[src/rtl/dotl_pkg.sv]
// ---------------------------------------------------------------------------
// dotl_pkg
// Shared definitions for the dotl display sink:
//   - 7-segment codes, bit order {g,f,e,d,c,b,a}, active-high
//   - traffic-light patterns, bit order {red, amber, green}
//   - display FSM state encoding
//   - helpers: dice value -> segments, pattern legality, legal successor
// ---------------------------------------------------------------------------
package dotl_pkg;

    localparam logic [6:0] SEG_1     = 7'b0000110;
    localparam logic [6:0] SEG_2     = 7'b1011011;
    localparam logic [6:0] SEG_3     = 7'b1001111;
    localparam logic [6:0] SEG_4     = 7'b1100110;
    localparam logic [6:0] SEG_5     = 7'b1101101;
    localparam logic [6:0] SEG_6     = 7'b1111101;
    localparam logic [6:0] SEG_DASH  = 7'b1000000;
    localparam logic [6:0] SEG_E     = 7'b1111001;
    localparam logic [6:0] SEG_BLANK = 7'b0000000;

    localparam logic [2:0] TL_RED       = 3'b100;
    localparam logic [2:0] TL_RED_AMBER = 3'b110;
    localparam logic [2:0] TL_GREEN     = 3'b001;
    localparam logic [2:0] TL_AMBER     = 3'b010;

    typedef enum logic [2:0] {
        ST_IDLE     = 3'd0,
        ST_ROLLING  = 3'd1,
        ST_SETTLING = 3'd2,
        ST_SHOW     = 3'd3,
        ST_DFAULT   = 3'd4,
        ST_TRAFFIC  = 3'd5
    } state_t;

    // A dice value is only meaningful in the range 1..6.
    function automatic logic dice_valid(input logic [2:0] value);
        return (value != 3'd0) && (value != 3'd7);
    endfunction

    // Segment pattern for a dice value; out-of-range values show E.
    function automatic logic [6:0] dice_seg(input logic [2:0] value);
        logic [6:0] code;
        case (value)
            3'd1:    code = SEG_1;
            3'd2:    code = SEG_2;
            3'd3:    code = SEG_3;
            3'd4:    code = SEG_4;
            3'd5:    code = SEG_5;
            3'd6:    code = SEG_6;
            default: code = SEG_E;
        endcase
        return code;
    endfunction

    // True for the four patterns a well-behaved light sequence may show.
    function automatic logic tl_legal(input logic [2:0] pat);
        return (pat == TL_RED) || (pat == TL_RED_AMBER) ||
               (pat == TL_GREEN) || (pat == TL_AMBER);
    endfunction

    // Successor of a legal pattern in the red -> red/amber -> green -> amber
    // cycle. Illegal inputs map to red; callers screen them with tl_legal.
    function automatic logic [2:0] next_legal(input logic [2:0] pat);
        logic [2:0] nxt;
        case (pat)
            TL_RED:       nxt = TL_RED_AMBER;
            TL_RED_AMBER: nxt = TL_GREEN;
            TL_GREEN:     nxt = TL_AMBER;
            TL_AMBER:     nxt = TL_RED;
            default:      nxt = TL_RED;
        endcase
        return nxt;
    endfunction

endpackage

[src/rtl/dotl_display_blinker.sv]
// ---------------------------------------------------------------------------
// dotl_blinker
// Blink timebase shared by the dice fault and traffic fault displays.
// A counter runs 0..BLINK_DIV-1 while enabled; on wrap the phase toggles.
//   clk     : system clock, rising edge
//   rst     : synchronous, active-low reset (counter and phase to 0)
//   clear   : restart the timebase (counter 0, phase 0); wins over enable
//   enable  : advance the counter this cycle
//   phase   : current blink phase (0 = "on" half-period)
//   wrap    : counter sits at its last value, so the phase toggles on the
//             next enabled edge
// Both outputs come straight from flops, so the parent can predict the next
// phase as phase ^ wrap without a combinational path back through enable.
// ---------------------------------------------------------------------------
module dotl_blinker #(
    parameter int BLINK_DIV = 8
) (
    input  logic clk,
    input  logic rst,
    input  logic clear,
    input  logic enable,
    output logic phase,
    output logic wrap
);

    localparam int CW = (BLINK_DIV > 1) ? $clog2(BLINK_DIV) : 1;
    localparam logic [CW-1:0] CNT_LAST = CW'(BLINK_DIV - 1);

    logic [CW-1:0] cnt_q, cnt_d;
    logic          phase_q, phase_d;

    // Next-state for the counter/phase pair; clear restarts the first
    // half-period so a fresh fault always begins in the "on" phase.
    always_comb begin
        cnt_d   = cnt_q;
        phase_d = phase_q;
        if (clear) begin
            cnt_d   = '0;
            phase_d = 1'b0;
        end else if (enable) begin
            if (cnt_q == CNT_LAST) begin
                cnt_d   = '0;
                phase_d = ~phase_q;
            end else begin
                cnt_d = cnt_q + CW'(1);
            end
        end
    end

    // Timebase registers.
    always_ff @(posedge clk) begin
        if (!rst) begin
            cnt_q   <= '0;
            phase_q <= 1'b0;
        end else begin
            cnt_q   <= cnt_d;
            phase_q <= phase_d;
        end
    end

    assign phase = phase_q;
    assign wrap  = (cnt_q == CNT_LAST);

endmodule

[src/rtl/dotl_display.sv]
// ---------------------------------------------------------------------------
// dotl_display
// Sink-side companion to dotl. Shows the 3-bit result either as a dice digit
// on a 7-segment display (sel=0) or on red/amber/green lamps (sel=1), and
// flags protocol violations (illegal dice value, illegal light pattern or
// illegal light transition) with a blinking E / amber lamp.
//   clk     : system clock, rising edge
//   rst     : synchronous, active-low reset
//   sel     : 0 = dice, 1 = traffic lights
//   button  : roll button (same signal that drives dotl)
//   result  : dice value 1..6 or light pattern {red, amber, green}
//   seg     : segments {g,f,e,d,c,b,a}, active-high
//   led_r/a/g : traffic lamps
//   settled : one-cycle pulse when a dice value is latched and shown
//   fault   : protocol violation flag
// All outputs are registered.
// ---------------------------------------------------------------------------
module dotl_display
    import dotl_pkg::*;
#(
    parameter int SETTLE_CYCLES = 4,
    parameter int BLINK_DIV     = 8
) (
    input  logic       clk,
    input  logic       rst,
    input  logic       sel,
    input  logic       button,
    input  logic [2:0] result,
    output logic [6:0] seg,
    output logic       led_r,
    output logic       led_a,
    output logic       led_g,
    output logic       settled,
    output logic       fault
);

    localparam int SW = (SETTLE_CYCLES > 1) ? $clog2(SETTLE_CYCLES) : 1;
    localparam logic [SW-1:0] SETTLE_LOAD = SW'(SETTLE_CYCLES - 1);

    state_t        state_q, state_d;
    logic          sel_prev_q, sel_prev_d;
    logic [6:0]    seg_q, seg_d;
    logic          led_r_q, led_r_d;
    logic          led_a_q, led_a_d;
    logic          led_g_q, led_g_d;
    logic          settled_q, settled_d;
    logic          fault_q, fault_d;
    logic [SW-1:0] settle_cnt_q, settle_cnt_d;
    logic [2:0]    prev_pat_q, prev_pat_d;
    logic          prev_valid_q, prev_valid_d;

    logic          blink_clear;
    logic          blink_enable;
    logic          blink_phase;
    logic          blink_wrap;
    logic          blink_on_next;
    logic          traffic_ok;

    dotl_blinker #(
        .BLINK_DIV (BLINK_DIV)
    ) u_blinker (
        .clk    (clk),
        .rst    (rst),
        .clear  (blink_clear),
        .enable (blink_enable),
        .phase  (blink_phase),
        .wrap   (blink_wrap)
    );

    // Phase the blinker will hold after this edge while it keeps running;
    // the "on" half (E shown, amber lit) is phase 0.
    assign blink_on_next = ~(blink_phase ^ blink_wrap);

    // A traffic sample is acceptable if the pattern itself is legal and it
    // either holds or advances the previous pattern; the first sample after
    // entry has no history and only needs to be a legal pattern.
    assign traffic_ok = tl_legal(result) &&
                        (!prev_valid_q ||
                         (result == prev_pat_q) ||
                         (result == next_legal(prev_pat_q)));

    // Next-state and next-output logic. A change of sel overrides every
    // state; within a mode the button (dice) or the sampled pattern
    // (traffic) drives the transitions.
    always_comb begin
        state_d      = state_q;
        sel_prev_d   = sel;
        seg_d        = seg_q;
        led_r_d      = led_r_q;
        led_a_d      = led_a_q;
        led_g_d      = led_g_q;
        settled_d    = 1'b0;
        fault_d      = fault_q;
        settle_cnt_d = settle_cnt_q;
        prev_pat_d   = prev_pat_q;
        prev_valid_d = prev_valid_q;
        blink_clear  = 1'b0;
        blink_enable = 1'b0;

        if (sel != sel_prev_q) begin
            state_d      = ST_IDLE;
            fault_d      = 1'b0;
            led_r_d      = 1'b0;
            led_a_d      = 1'b0;
            led_g_d      = 1'b0;
            seg_d        = SEG_BLANK;
            prev_valid_d = 1'b0;
        end else begin
            case (state_q)
                ST_IDLE: begin
                    if (sel) begin
                        state_d = ST_TRAFFIC;
                        seg_d   = SEG_BLANK;
                        led_r_d = 1'b0;
                        led_a_d = 1'b0;
                        led_g_d = 1'b0;
                    end else if (button) begin
                        state_d = ST_ROLLING;
                        seg_d   = SEG_DASH;
                    end
                end

                ST_ROLLING: begin
                    seg_d = SEG_DASH;
                    if (!button) begin
                        state_d      = ST_SETTLING;
                        settle_cnt_d = SETTLE_LOAD;
                    end
                end

                ST_SETTLING: begin
                    seg_d = SEG_DASH;
                    if (button) begin
                        state_d = ST_ROLLING;
                    end else if (settle_cnt_q == '0) begin
                        if (dice_valid(result)) begin
                            state_d   = ST_SHOW;
                            seg_d     = dice_seg(result);
                            settled_d = 1'b1;
                        end else begin
                            state_d     = ST_DFAULT;
                            fault_d     = 1'b1;
                            seg_d       = SEG_E;
                            blink_clear = 1'b1;
                        end
                    end else begin
                        settle_cnt_d = settle_cnt_q - SW'(1);
                    end
                end

                ST_SHOW: begin
                    if (button) begin
                        state_d = ST_ROLLING;
                        seg_d   = SEG_DASH;
                    end
                end

                ST_DFAULT: begin
                    if (button) begin
                        state_d = ST_ROLLING;
                        fault_d = 1'b0;
                        seg_d   = SEG_DASH;
                    end else begin
                        blink_enable = 1'b1;
                        seg_d        = blink_on_next ? SEG_E : SEG_BLANK;
                    end
                end

                ST_TRAFFIC: begin
                    if (fault_q) begin
                        // Sticky fault: input patterns are ignored.
                        blink_enable = 1'b1;
                        led_r_d      = 1'b0;
                        led_g_d      = 1'b0;
                        led_a_d      = blink_on_next;
                        seg_d        = blink_on_next ? SEG_E : SEG_BLANK;
                    end else if (traffic_ok) begin
                        led_r_d      = result[2];
                        led_a_d      = result[1];
                        led_g_d      = result[0];
                        seg_d        = SEG_BLANK;
                        prev_pat_d   = result;
                        prev_valid_d = 1'b1;
                    end else begin
                        fault_d     = 1'b1;
                        led_r_d     = 1'b0;
                        led_a_d     = 1'b1;
                        led_g_d     = 1'b0;
                        seg_d       = SEG_E;
                        blink_clear = 1'b1;
                    end
                end

                default: begin
                    state_d = ST_IDLE;
                end
            endcase
        end
    end

    // Single state/output register bank; reset wins over everything.
    // sel_prev follows sel even in reset so the first edge after reset
    // does not look like a mode change.
    always_ff @(posedge clk) begin
        if (!rst) begin
            state_q      <= ST_IDLE;
            sel_prev_q   <= sel_prev_d;
            seg_q        <= SEG_BLANK;
            led_r_q      <= 1'b0;
            led_a_q      <= 1'b0;
            led_g_q      <= 1'b0;
            settled_q    <= 1'b0;
            fault_q      <= 1'b0;
            settle_cnt_q <= '0;
            prev_pat_q   <= '0;
            prev_valid_q <= 1'b0;
        end else begin
            state_q      <= state_d;
            sel_prev_q   <= sel_prev_d;
            seg_q        <= seg_d;
            led_r_q      <= led_r_d;
            led_a_q      <= led_a_d;
            led_g_q      <= led_g_d;
            settled_q    <= settled_d;
            fault_q      <= fault_d;
            settle_cnt_q <= settle_cnt_d;
            prev_pat_q   <= prev_pat_d;
            prev_valid_q <= prev_valid_d;
        end
    end

    assign seg     = seg_q;
    assign led_r   = led_r_q;
    assign led_a   = led_a_q;
    assign led_g   = led_g_q;
    assign settled = settled_q;
    assign fault   = fault_q;

endmodule

[config.mk]
export PLATFORM = sky130hd
export DESIGN_NAME = dotl_display
export DESIGN_NICKNAME = d
export VERILOG_FILES = /design/src/rtl/dotl_pkg.sv /design/src/rtl/dotl_display_blinker.sv /design/src/rtl/dotl_display.sv
export SDC_FILE = /design/constraint.sdc
export NUM_CORES = 1
export LEC_CHECK = 0
export ABC_AREA = 1
export ABC_CLOCK_PERIOD_IN_PS = 1500
export BUFFER_PORTS_ARGS = -buffer_cell sky130_fd_sc_hd__buf_2
export CAP_MARGIN = 20
export CORE_ASPECT_RATIO = 0.8
export CORE_MARGIN = 2
export CORE_UTILIZATION = 25
export DETAILED_ROUTE_END_ITERATION = 6
export HOLD_SLACK_MARGIN = 0.03
export PLACE_DENSITY_LB_ADDON = 0.1
export SLEW_MARGIN = 15
export SYNTH_ARGS = -nofsm -noshare
export SYNTH_HDL_FRONTEND = slang
export SYNTH_SLANG_ARGS = --single-unit
[constraint.sdc]
create_clock -name clk -period 1.5 [get_ports clk]
set_input_delay 0 -clock clk [delete_from_list [all_inputs] [get_ports clk]]
set_output_delay 0 -clock clk [all_outputs]
set_load 0.02 [all_outputs]
==> impl_metrics.env, run 1 <==
export IMPL_status="complete, but fails checks"
export IMPL_violations="negative setup slack"
export IMPL_drt_iter0_drc=52
export IMPL_die_y_um=76.8
export IMPL_mappedNetlistArea_um2=1660
export IMPL_grtUsageMet1_pct=17.6
export IMPL_drcViolationCount=0
export IMPL_cts_reportedPaths_clkPinSlew_ns=0.10
export IMPL_cp_arrival_ns=1.67
export IMPL_nNetsFinal=309
export IMPL_max_freq_ghz=0.665
export IMPL_cts_tree="yes"
export IMPL_end_kind="flop"
export IMPL_ir_worst_vdd_v=0.000355
export IMPL_period_needed_ns=1.50
export IMPL_fp_dieW_um=95.0
export IMPL_grt_max_degree=15
export IMPL_worstSetupPathType="reg -> reg"
export IMPL_worst_slack_ns=-0.00296
export IMPL_busiest_layer="met2"
export IMPL_clkLatencyLatePin_ns=0.27
export IMPL_fillers=675
export IMPL_ant_nets=0
export IMPL_pre_cts_ws_ns=-0.106
export IMPL_grt_pass1_vias=1638
export IMPL_critPathRequiredTime_ns=1.66
export IMPL_synth_seq_cells=26
export IMPL_clockBufferDepth=2
export IMPL_initial_core_util_pct=25.8
export IMPL_yosysWarnings=0
export IMPL_postSynthAreaPerCell_um2=6.87
export IMPL_final_cells=379
export IMPL_grt_usage_pct=13.0
export IMPL_synth_fp_nets=254
export IMPL_cts_htree_levels=1
export IMPL_synth_cells=241
export IMPL_vias_per_cell=4.67
export IMPL_finalCritPeriodShare_pct=100
export IMPL_power_density_nw_per_um2=682
export IMPL_diodes=0
export IMPL_dpl_cell_count=367
export IMPL_ios=19
export IMPL_antenna_found_initial=0
export IMPL_fp_dieArea_um2=7290
export IMPL_gp_congestion=0.767
export IMPL_cts_root_buffer="clkbuf_8"
export IMPL_p_leak_nw=1.04
export IMPL_setup_viol=1
export IMPL_skew_ns=0.00522
export IMPL_routed_wl_um=4780
export IMPL_grt_setup_unrepaired="true"
export IMPL_worstHoldPathType="in -> reg"
export IMPL_syn_to_final_growth_pct=45.1
export IMPL_met2_usage_pct=21.1
export IMPL_drive_above_1_share_pct=45.8
export IMPL_finalHoldViolCount=0
export IMPL_maxSlewViolCount=0
export IMPL_grt_ovfl_total=0
export IMPL_hold_slack_ns=0.0557
export IMPL_synthDistinctLibCells=35
export IMPL_drv_cap=0
export IMPL_slew_headroom_pct=79.5
export IMPL_port_buffers=18
export IMPL_grt_use_met3_pct=3.05
export IMPL_tightest_slew_ns=0.307
export IMPL_cts_sinks=26
export IMPL_first_pass_iters=4
export IMPL_rows=26
export IMPL_wire_per_inst_um=12.6
export IMPL_place_area_um2=2040
export IMPL_vias=1771
export IMPL_grt_pass1_wl_um=7530
export IMPL_hpwlAfterDp_um=3590
export IMPL_crit_path_max_fanout=7
export IMPL_yosysSeqAreaShare_pct=31.4
export IMPL_start_kind="flop"
export IMPL_final_area_um2=2400
export IMPL_cts_buffers=3
export IMPL_core_area_um2=6410
-- report_power, final --
group	internal (W)	switching (W)	total [W]
logic	0.000189	0.000262	0.000451
clock network	0.000235	0.000235	0.000470
registers	0.000703	0.0000159	0.000719
-- final timing paths --
path                                      from  depth (start not counted)  slack [ns]                           end
hold reg to reg   settle_cnt_q[0]$_SDFFE_PN0P_                          1        0.47  settle_cnt_q[0]$_SDFFE_PN0P_
setup reg to reg    prev_pat_q[0]$_SDFFE_PN0P_                         11      -0.003    prev_pat_q[1]$_SDFFE_PN0P_
setup / recovery    prev_pat_q[0]$_SDFFE_PN0P_                         11      -0.003    prev_pat_q[1]$_SDFFE_PN0P_
hold / removal                       result[0]                          3        0.06    prev_pat_q[0]$_SDFFE_PN0P_
-- cell usage after synthesis, drive strengths merged --
master | n | area [um^2]
nand2 | 61 | 236
nor2 | 23 | 118
a211oi | 1 | 7.51
buf | 2 | 10.0
or2 | 1 | 6.26
xor2 | 2 | 17.5
o311a | 1 | 10.0
o21bai | 1 | 18.8
ha | 6 | 75.1
a32o | 2 | 20.0
dfxtp | 26 | 521
nand3 | 18 | 118
nand4 | 1 | 6.26
o31ai | 2 | 15.0
and2 | 1 | 6.26
a32oi | 1 | 8.76
nor3 | 1 | 5.00
o21ai | 22 | 114
a31oi | 13 | 81.3
inv | 29 | 109
clkbuf | 1 | 3.75
o21a | 2 | 15.0
xnor2 | 2 | 17.5
o211ai | 1 | 7.51
a21oi | 21 | 109
-- kinds of logic (layout without fill, tap and decap cells) --
kind of cell	after synthesis	after routing	synth area share [%]
AOI/OAI and AO/OA	67	67	24.6
xor gates and xnor gates	4	4	2.12
adders and majority gates	6	6	4.54
buffers and inverters	32	86	7.41
DFF	26	26	31.4
and+or+nand+nor	106	106	29.9
-- cell usage in the layout, fill, tap and decap left out, types with 3 or more instances in the layout --
master,n
dlygate4sd3_1,3
a21oi_1,13
nor2_1,14
nand2_2,15
a21oi_2,8
ha_4,3
nor2_2,6
inv_2,12
nand3_1,6
o21ai_1,3
inv_1,15
o21ai_0,15
nand2_1,44
buf_2,18
a31oi_1,12
dfxtp_2,3
o21ai_2,4
dfxtp_4,4
buf_4,30
clkbuf_8,4
nand3_2,10
dfxtp_1,19
-- layer usage --
layer	wire, um	vias up	share of wire, %
met5	0	-	0
met4	24	0	0.50
met3	150	2	3.1
met2	2190	22	46
met1	2420	819	51
li1	-	928	-
-- stage by stage --
stage / total power, W / utilization [%] / setup TNS [ns]
global placement: 0.00112 / 31.8 / -1.48
CTS: 0.00163 / 34.2 / -0.140
detailed placement: 0.00112 / 31.8 / -1.21
global route: 0.00175 / 37.5 / -1.40
floorplan: 0.000970 / - / 0
finish: 0.00164 / 37.5 / -0.00296
-- final cells by class --
| class | count | area [um^2] | share of cell area (%) |
|---|---|---|---|
| clock buffer | 4 | 55.1 | 2.29 |
| multi-input combinational | 183 | 1220 | 50.8 |
| inverter | 29 | 114 | 4.74 |
| timing repair buffer | 53 | 368 | 15.3 |
| sequential | 26 | 539 | 22.4 |
| tap | 84 | 105 | 4.38 |
-- repair_timing --
action	in CTS	in global routing
pin swaps	8	21
endpoints found under the hold margin	3	2
setup buffers	0	5
gates resized for setup	24	47
hold buffers	2	1
endpoints found under the setup margin	20	24
-- critical path, stage by stage (launching register included) --
cell and delay (ns):
dfxtp_4 0.41, buf_6 0.11, nand2_1 0.05, nand2_1 0.07
nand3_1 0.07, nand2_1 0.06, o21bai_4 0.13, nand3_4 0.13
nor2_8 0.16, nand2_4 0.08, nand2_2 0.06, a21oi_1 0.06
-- flip-flops by register name, indices dropped and copies added (netlist names), 2 cells and up --
register         cells
seg                  7
state_q              3
u_blinker.cnt_q      3
settle_cnt_q         2
prev_pat_q           3
No activity file was read; power rests on OpenSTA's default activity.
==> inputs of run 2 (changes only) <==
--- a/config.mk
+++ b/config.mk
@@ -7,7 +7,7 @@
 export LEC_CHECK = 0
 export ABC_AREA = 1
 export ABC_CLOCK_PERIOD_IN_PS = 1500
-export BUFFER_PORTS_ARGS = -buffer_cell sky130_fd_sc_hd__buf_2
+export BUFFER_PORTS_ARGS = -buffer_cell sky130_fd_sc_hd__buf_4
 export CAP_MARGIN = 20
 export CORE_ASPECT_RATIO = 0.8
 export CORE_MARGIN = 2
==> run 2 against run 1 <==
The flow still finishes with violations (negative setup slack). Total power is 1.4% higher. Combinational power up 2%. Critical path depth shrank 2. Flip-flop and latch count did not move. Clock skew about the same. Die area unchanged. Utilization rose by 2.0 points. Setup slack got worse by 0.064 ns. Register-to-register slack lost 0.06 ns. Final area up 5.3%. Non-clock buffer count is the same. Maximum frequency decreased by 4.1%. Largest cell class unchanged.
==> impl_metrics.env, run 2 (synthesized netlist as in run 1, its figures left out) <==
export IMPL_grt_pass1_vias=1773
export IMPL_fin_util_pct=39.5
export IMPL_largest_reg_flops=7
export IMPL_cts_htree_levels=1
export IMPL_drv_cap=0
export IMPL_setup_viol=6
export IMPL_seqCellArea_um2=541
export IMPL_ant_nets=0
export IMPL_tns_ns=-0.131
export IMPL_totalPowerFinal_w=0.00166
export IMPL_rows=26
export IMPL_max_freq_ghz=0.638
export IMPL_finalHoldViolCount=0
export IMPL_reg2reg_slack_ns=-0.07
export IMPL_antenna_found_initial=0
export IMPL_syn_to_final_growth_pct=52.8
export IMPL_cts_tree="yes"
export IMPL_clockBufferDepth=2
export IMPL_vias=1792
export IMPL_vias_per_cell=4.73
export IMPL_power_switching_w=0.000533
export IMPL_busiest_layer="met2"
export IMPL_internal_power_w=0.00113
export IMPL_maxSlewViolCount=0
export IMPL_start_kind="flop"
export IMPL_port_buffers=18
export IMPL_worst_slack_ns=-0.0674
export IMPL_cts_sinks=26
export IMPL_met2_usage_pct=22.3
export IMPL_hpwlAfterDp_um=3690
export IMPL_fp_dieW_um=95.0
export IMPL_first_pass_iters=4
export IMPL_grt_use_met3_pct=3.24
export IMPL_finalCritPeriodShare_pct=104
export IMPL_grt_max_degree=15
export IMPL_period_needed_ns=1.57
export IMPL_drt_iter0_drc=58
export IMPL_clock_power_share_pct=28.9
export IMPL_grt_pass1_wl_um=8250
export IMPL_worstSetupPathType="reg -> reg"
export IMPL_combPwrFrac_pct=27.6
export IMPL_crit_path_max_fanout=7
export IMPL_critPathRequiredTime_ns=1.70
export IMPL_power_density_nw_per_um2=657
export IMPL_nNetsFinal=309
export IMPL_final_common_cell="buf_4"
export IMPL_end_kind="flop"
export IMPL_fp_dieArea_um2=7290
export IMPL_diodes=0
export IMPL_cts_buffers=3
export IMPL_status="complete, but fails checks"
export IMPL_multi_input_area_um2=1290
export IMPL_initial_core_util_pct=25.8
export IMPL_drcViolationCount=0
export IMPL_worstHoldPathType="in -> reg"
export IMPL_grtUsageMet1_pct=19.3
export IMPL_wire_per_inst_um=13.1
export IMPL_grt_setup_unrepaired="true"
export IMPL_fillers=670
export IMPL_switching_share_pct=32.1
export IMPL_ir_worst_vdd_v=0.000355
export IMPL_routed_wl_um=4950
export IMPL_violations="negative setup slack"
export IMPL_skew_ns=0.00512
export IMPL_clkLatencyLatePin_ns=0.28
export IMPL_seq_power_share_pct=43.5
export IMPL_p_leak_nw=1.07
export IMPL_ios=19
export IMPL_drive_above_1_share_pct=47.5
export IMPL_tightest_slew_ns=0.290
export IMPL_cp_arrival_ns=1.77
export IMPL_cts_root_buffer="clkbuf_8"
export IMPL_die_y_um=76.8
export IMPL_cts_reportedPaths_clkPinSlew_ns=0.10
export IMPL_core_area_um2=6410
export IMPL_grt_ovfl_total=0
export IMPL_slew_headroom_pct=80.7
export IMPL_hold_slack_ns=0.0354
export IMPL_final_cell_mix="buf_4 (47), nand2_1 (39), dfxtp_1 (18)"
export IMPL_gp_congestion=0.816
export IMPL_grt_usage_pct=14.2
[run 2: power groups by stage]
stage / sequential, W / combinational (W) / clock, W
after CTS: 0.000720 / 0.000424 / 0.000512
final: 0.000723 / 0.000459 / 0.000479
after global routing: 0.000726 / 0.000506 / 0.000533
after global placement: 0.000740 / 0.000395 / 0
after detailed placement: 0.000740 / 0.000389 / 0
after floorplan: 0.000743 / 0.000227 / 0
[run 2: path summary, 6_finish.rpt]
| kind | start | endpoint | cells after the start |
|---|---|---|---|
| max | prev_pat_q[2]$_SDFFE_PN0P_ | prev_pat_q[2]$_SDFFE_PN0P_ | 9 |
| min | result[1] | prev_pat_q[1]$_SDFFE_PN0P_ | 3 |
| max reg2reg | prev_pat_q[2]$_SDFFE_PN0P_ | prev_pat_q[2]$_SDFFE_PN0P_ | 9 |
| min reg2reg | prev_valid_q$_SDFFE_PP0P_ | prev_valid_q$_SDFFE_PP0P_ | 1 |
[run 2: worst max-delay path, stage by stage (launching register included)]
cell and delay [ns]:
dfxtp_4 0.38, inv_2 0.08, nand3_4 0.09, nand3_1 0.11, nand2_2 0.08, o21bai_4 0.18, nand3_4 0.14, nor2_8 0.17
nand3_1 0.10, a21oi_1 0.17
[run 2: per-stage QoR]
step | worst slack [ns] | cells | cell area (um^2)
global route | -0.158 | 379 | 2530
floorplan | 0.00129 | 241 | 1660
CTS | -0.0359 | 378 | 2330
detailed placement | -0.139 | 367 | 2090
finish | -0.0674 | 379 | 2530
global placement | -0.155 | 367 | 2090
[run 2: routing by layer]
layer / wire length (um) / part of all wire [%] / vias up
met3: 139 / 2.8 / 4
met1: 2500 / 51 / 835
li1: - / - / 930
met2: 2270 / 46 / 23
met4: 40 / 0.81 / 0
met5: 0 / 0 / -
[run 2: area by class of cell]
class	count	share of cell area, %
clock buffer	4	2.18
inverter	29	4.80
multi-input combinational	183	51.1
sequential	26	21.4
tap	84	4.15
timing repair buffer	53	16.4
[run 2: timing repair]
item / CTS / global route
gates resized for setup: 35 / 52
buffers inserted: 4 / 2
pin swaps: 15 / 22
setup endpoints to repair: 19 / 23
hold endpoints to repair: 7 / 0
hold buffers: 4 / 0
==> inputs of run 3 (changes only) <==
--- a/config.mk
+++ b/config.mk
@@ -18,4 +18,5 @@
 export SLEW_MARGIN = 15
 export SYNTH_ARGS = -nofsm -noshare
 export SYNTH_HDL_FRONTEND = slang
+export SYNTH_HIERARCHICAL = 1
 export SYNTH_SLANG_ARGS = --single-unit
==> run 3 against run 2 <==
The flow still finishes with violations (negative setup slack). Critical path depth grew 1. Area after synthesis shrank 0.53%. Clock-buffer cell count shrank 1. Final cell count grew 6.9%. Wire length grew 0.89%. Maximum frequency grew 0.38%. Non-clock buffer count grew 15. Largest power group unchanged.
==> impl_metrics.env, run 3 <==
export IMPL_power_switching_w=0.000548
export IMPL_setup_viol=13
export IMPL_fp_dieArea_um2=7260
export IMPL_hpwlAfterDp_um=3830
export IMPL_synth_cells=251
export IMPL_ir_worst_vdd_v=0.000360
export IMPL_drive_above_1_share_pct=44.9
export IMPL_ant_nets=0
export IMPL_synth_top_cell_by_area="dfxtp_1"
export IMPL_diodes=0
export IMPL_ios=19
export IMPL_syn_to_final_growth_pct=54.9
export IMPL_postSynthAreaPerCell_um2=6.56
export IMPL_cp_slowest_cell="dfxtp_4"
export IMPL_final_common_cell="buf_4"
export IMPL_yosysWarnings=6
export IMPL_start_kind="flop"
export IMPL_routed_wl_um=4990
export IMPL_grt_pass1_vias=1728
export IMPL_vias=1817
export IMPL_cp_arrival_ns=1.73
export IMPL_synth_flop_cell="dfxtp_1"
export IMPL_skew_ns=0.0107
export IMPL_power_density_nw_per_um2=715
export IMPL_gp_congestion=0.802
export IMPL_die_y_um=76.6
export IMPL_grt_ovfl_total=0
export IMPL_ys_top_cells_by_count="nand2_1 (51), inv_1 (29), dfxtp_1 (26)"
export IMPL_cts_root_buffer="clkbuf_8"
export IMPL_path_cells="inv_2, nand3_2, nand3_1, nand3_2, o21ai_2, nand3_2, inv_2, nand2_1, nand3_1, a21oi_1"
export IMPL_cts_reportedPaths_clkPinSlew_ns=0.11
export IMPL_switching_share_pct=30.1
export IMPL_cts_buffers=3
export IMPL_core_area_um2=6380
export IMPL_first_pass_iters=4
export IMPL_seqCellArea_um2=539
export IMPL_cts_tree="yes"
export IMPL_drcViolationCount=0
export IMPL_violations="negative setup slack"
export IMPL_grt_setup_unrepaired="true"
export IMPL_wire_per_inst_um=12.3
export IMPL_synth_edf_count=0
export IMPL_fillers=707
export IMPL_antenna_found_initial=0
export IMPL_period_needed_ns=1.56
export IMPL_finalCritPeriodShare_pct=104
export IMPL_synth_fp_nets=262
export IMPL_synthDistinctLibCells=32
export IMPL_seq_power_share_pct=40.1
export IMPL_slew_headroom_pct=80.3
export IMPL_synth_most_common_cell="nand2_1"
export IMPL_crit_path_max_fanout=5
export IMPL_rows=26
export IMPL_yosysSeqAreaShare_pct=31.6
export IMPL_drt_iter0_drc=71
export IMPL_synth_area_top_cells="dfxtp_1 (32%), nand2_1 (12%), a21oi_1 (7.0%), inv_1 (6.6%), nor2_1 (5.7%)"
export IMPL_tightest_slew_ns=0.295
export IMPL_internal_power_w=0.00127
export IMPL_critPathMostFrequentCell="nand3_2"
export IMPL_clock_power_share_pct=33.3
export IMPL_synth_top_area_share_pct=31.6
export IMPL_clockBufferDepth=2
export IMPL_critPathRequiredTime_ns=1.66
export IMPL_status="complete, but fails checks"
export IMPL_grt_pass1_wl_um=8420
export IMPL_port_buffers=18
export IMPL_multi_input_area_um2=1130
export IMPL_max_freq_ghz=0.640
export IMPL_hold_slack_ns=0.0402
export IMPL_worst_slack_ns=-0.0615
export IMPL_critPathMaxStageDelay_ns=0.38
export IMPL_maxSlewViolCount=0
export IMPL_grt_usage_pct=14.4
export IMPL_clkLatencyLatePin_ns=0.28
export IMPL_worstHoldPathType="in -> reg"
export IMPL_vias_per_cell=4.49
export IMPL_reg2reg_slack_ns=-0.06
export IMPL_tns_ns=-0.391
export IMPL_largest_reg_flops=7
export IMPL_cts_sinks=26
export IMPL_p_leak_nw=1.13
export IMPL_cts_htree_levels=1
export IMPL_synth_seq_cells=26
export IMPL_mappedNetlistArea_um2=1650
export IMPL_worstSetupPathType="reg -> reg"
export IMPL_fin_util_pct=40.0
export IMPL_finalHoldViolCount=0
export IMPL_grt_max_degree=16
export IMPL_async_reset_ff_share_pct=0
export IMPL_final_cell_mix="buf_4 (62), nand2_1 (48), inv_1 (22)"
export IMPL_end_kind="flop"
export IMPL_combPwrFrac_pct=26.7
export IMPL_nNetsFinal=333
export IMPL_fp_dieW_um=94.7
export IMPL_drv_cap=0
export IMPL_totalPowerFinal_w=0.00182
export IMPL_initial_core_util_pct=25.8
==> run 3: cell count changes after synthesis, moves of 6 or more <==
cell	change
nand2_1	-7
o21ai_0	-10
nor2_1	+7
inv_1	+10
nand4_1	+6
a31oi_1	-8
==> run 3: logic make-up (layout without fill, tap and decap cells) <==
group / count (synthesis) / in the layout / share of synthesized area [%]
compound gates: 56 / 56 / 20.9
xor+xnor: 3 / 3 / 1.60
fa+ha+maj: 4 / 4 / 3.04
buf+inv: 47 / 117 / 10.7
flops: 26 / 26 / 31.6
simple gates: 115 / 115 / 32.1
==> run 3: layout make-up <==
type | instances | area share (%)
Multi-Input combinational cell | 178 | 44.3
Sequential cell | 26 | 21.1
Timing Repair Buffer | 68 | 20.7
Inverter | 45 | 6.97
Tap cell | 84 | 4.12
Clock buffer | 3 | 1.62
Clock inverter | 1 | 1.18
==> run 3: repair_timing <==
item,in CTS,in global routing
hold buffers,5,0
setup endpoints to repair,17,24
resized for setup,24,36
buffers inserted,4,1
pin swaps,11,20
hold endpoints to repair,6,0
gates cloned,0,0
==> run 3: power groups by stage <==
stage	clock (W)	combinational, W	sequential (W)
4_1_cts	0.000640	0.000450	0.000732
2_1_floorplan	0	0.000226	0.000756
5_1_grt	0.000653	0.000539	0.000735
3_3_place_gp	0	0.000422	0.000747
3_5_place_dp	0	0.000417	0.000746
6_report	0.000607	0.000486	0.000730
==> run 3: critical path: cells and delay by family (launching register included) <==
kind / cells / cell delay (ns)
simple gates: 6 / 0.62
flops: 1 / 0.38
compound gates: 2 / 0.25
buf+inv: 2 / 0.18
==> run 3: final timing paths <==
kind	start	to	cells after the start
max	prev_pat_q[2]$_SDFFE_PN0P_	fault$_SDFFE_PP0P_	10
min	result[2]	prev_pat_q[2]$_SDFFE_PN0P_	3
max reg2reg	prev_pat_q[2]$_SDFFE_PN0P_	fault$_SDFFE_PP0P_	10
min reg2reg	u_blinker/cnt_q[1]$_SDFFE_PP0P_	u_blinker/cnt_q[1]$_SDFFE_PP0P_	2
==> run 3: metrics by stage <==
stage          worst slack (ns)  instances  area [um^2]
2_1_floorplan            0.0165        251         1650
3_3_place_gp             -0.221        393         2200
3_5_place_dp             -0.190        393         2200
4_1_cts                 -0.0811        405         2410
5_1_grt                  -0.171        405         2550
6_report                -0.0615        405         2550
==> run 3: layer usage <==
metal	share of wire (%)	wire (um)	global-route usage (%)
met1	54	2700	21.6
met5	0	0	0
met2	42	2120	21.6
met4	0.52	26	2.17
met3	2.9	144	2.97
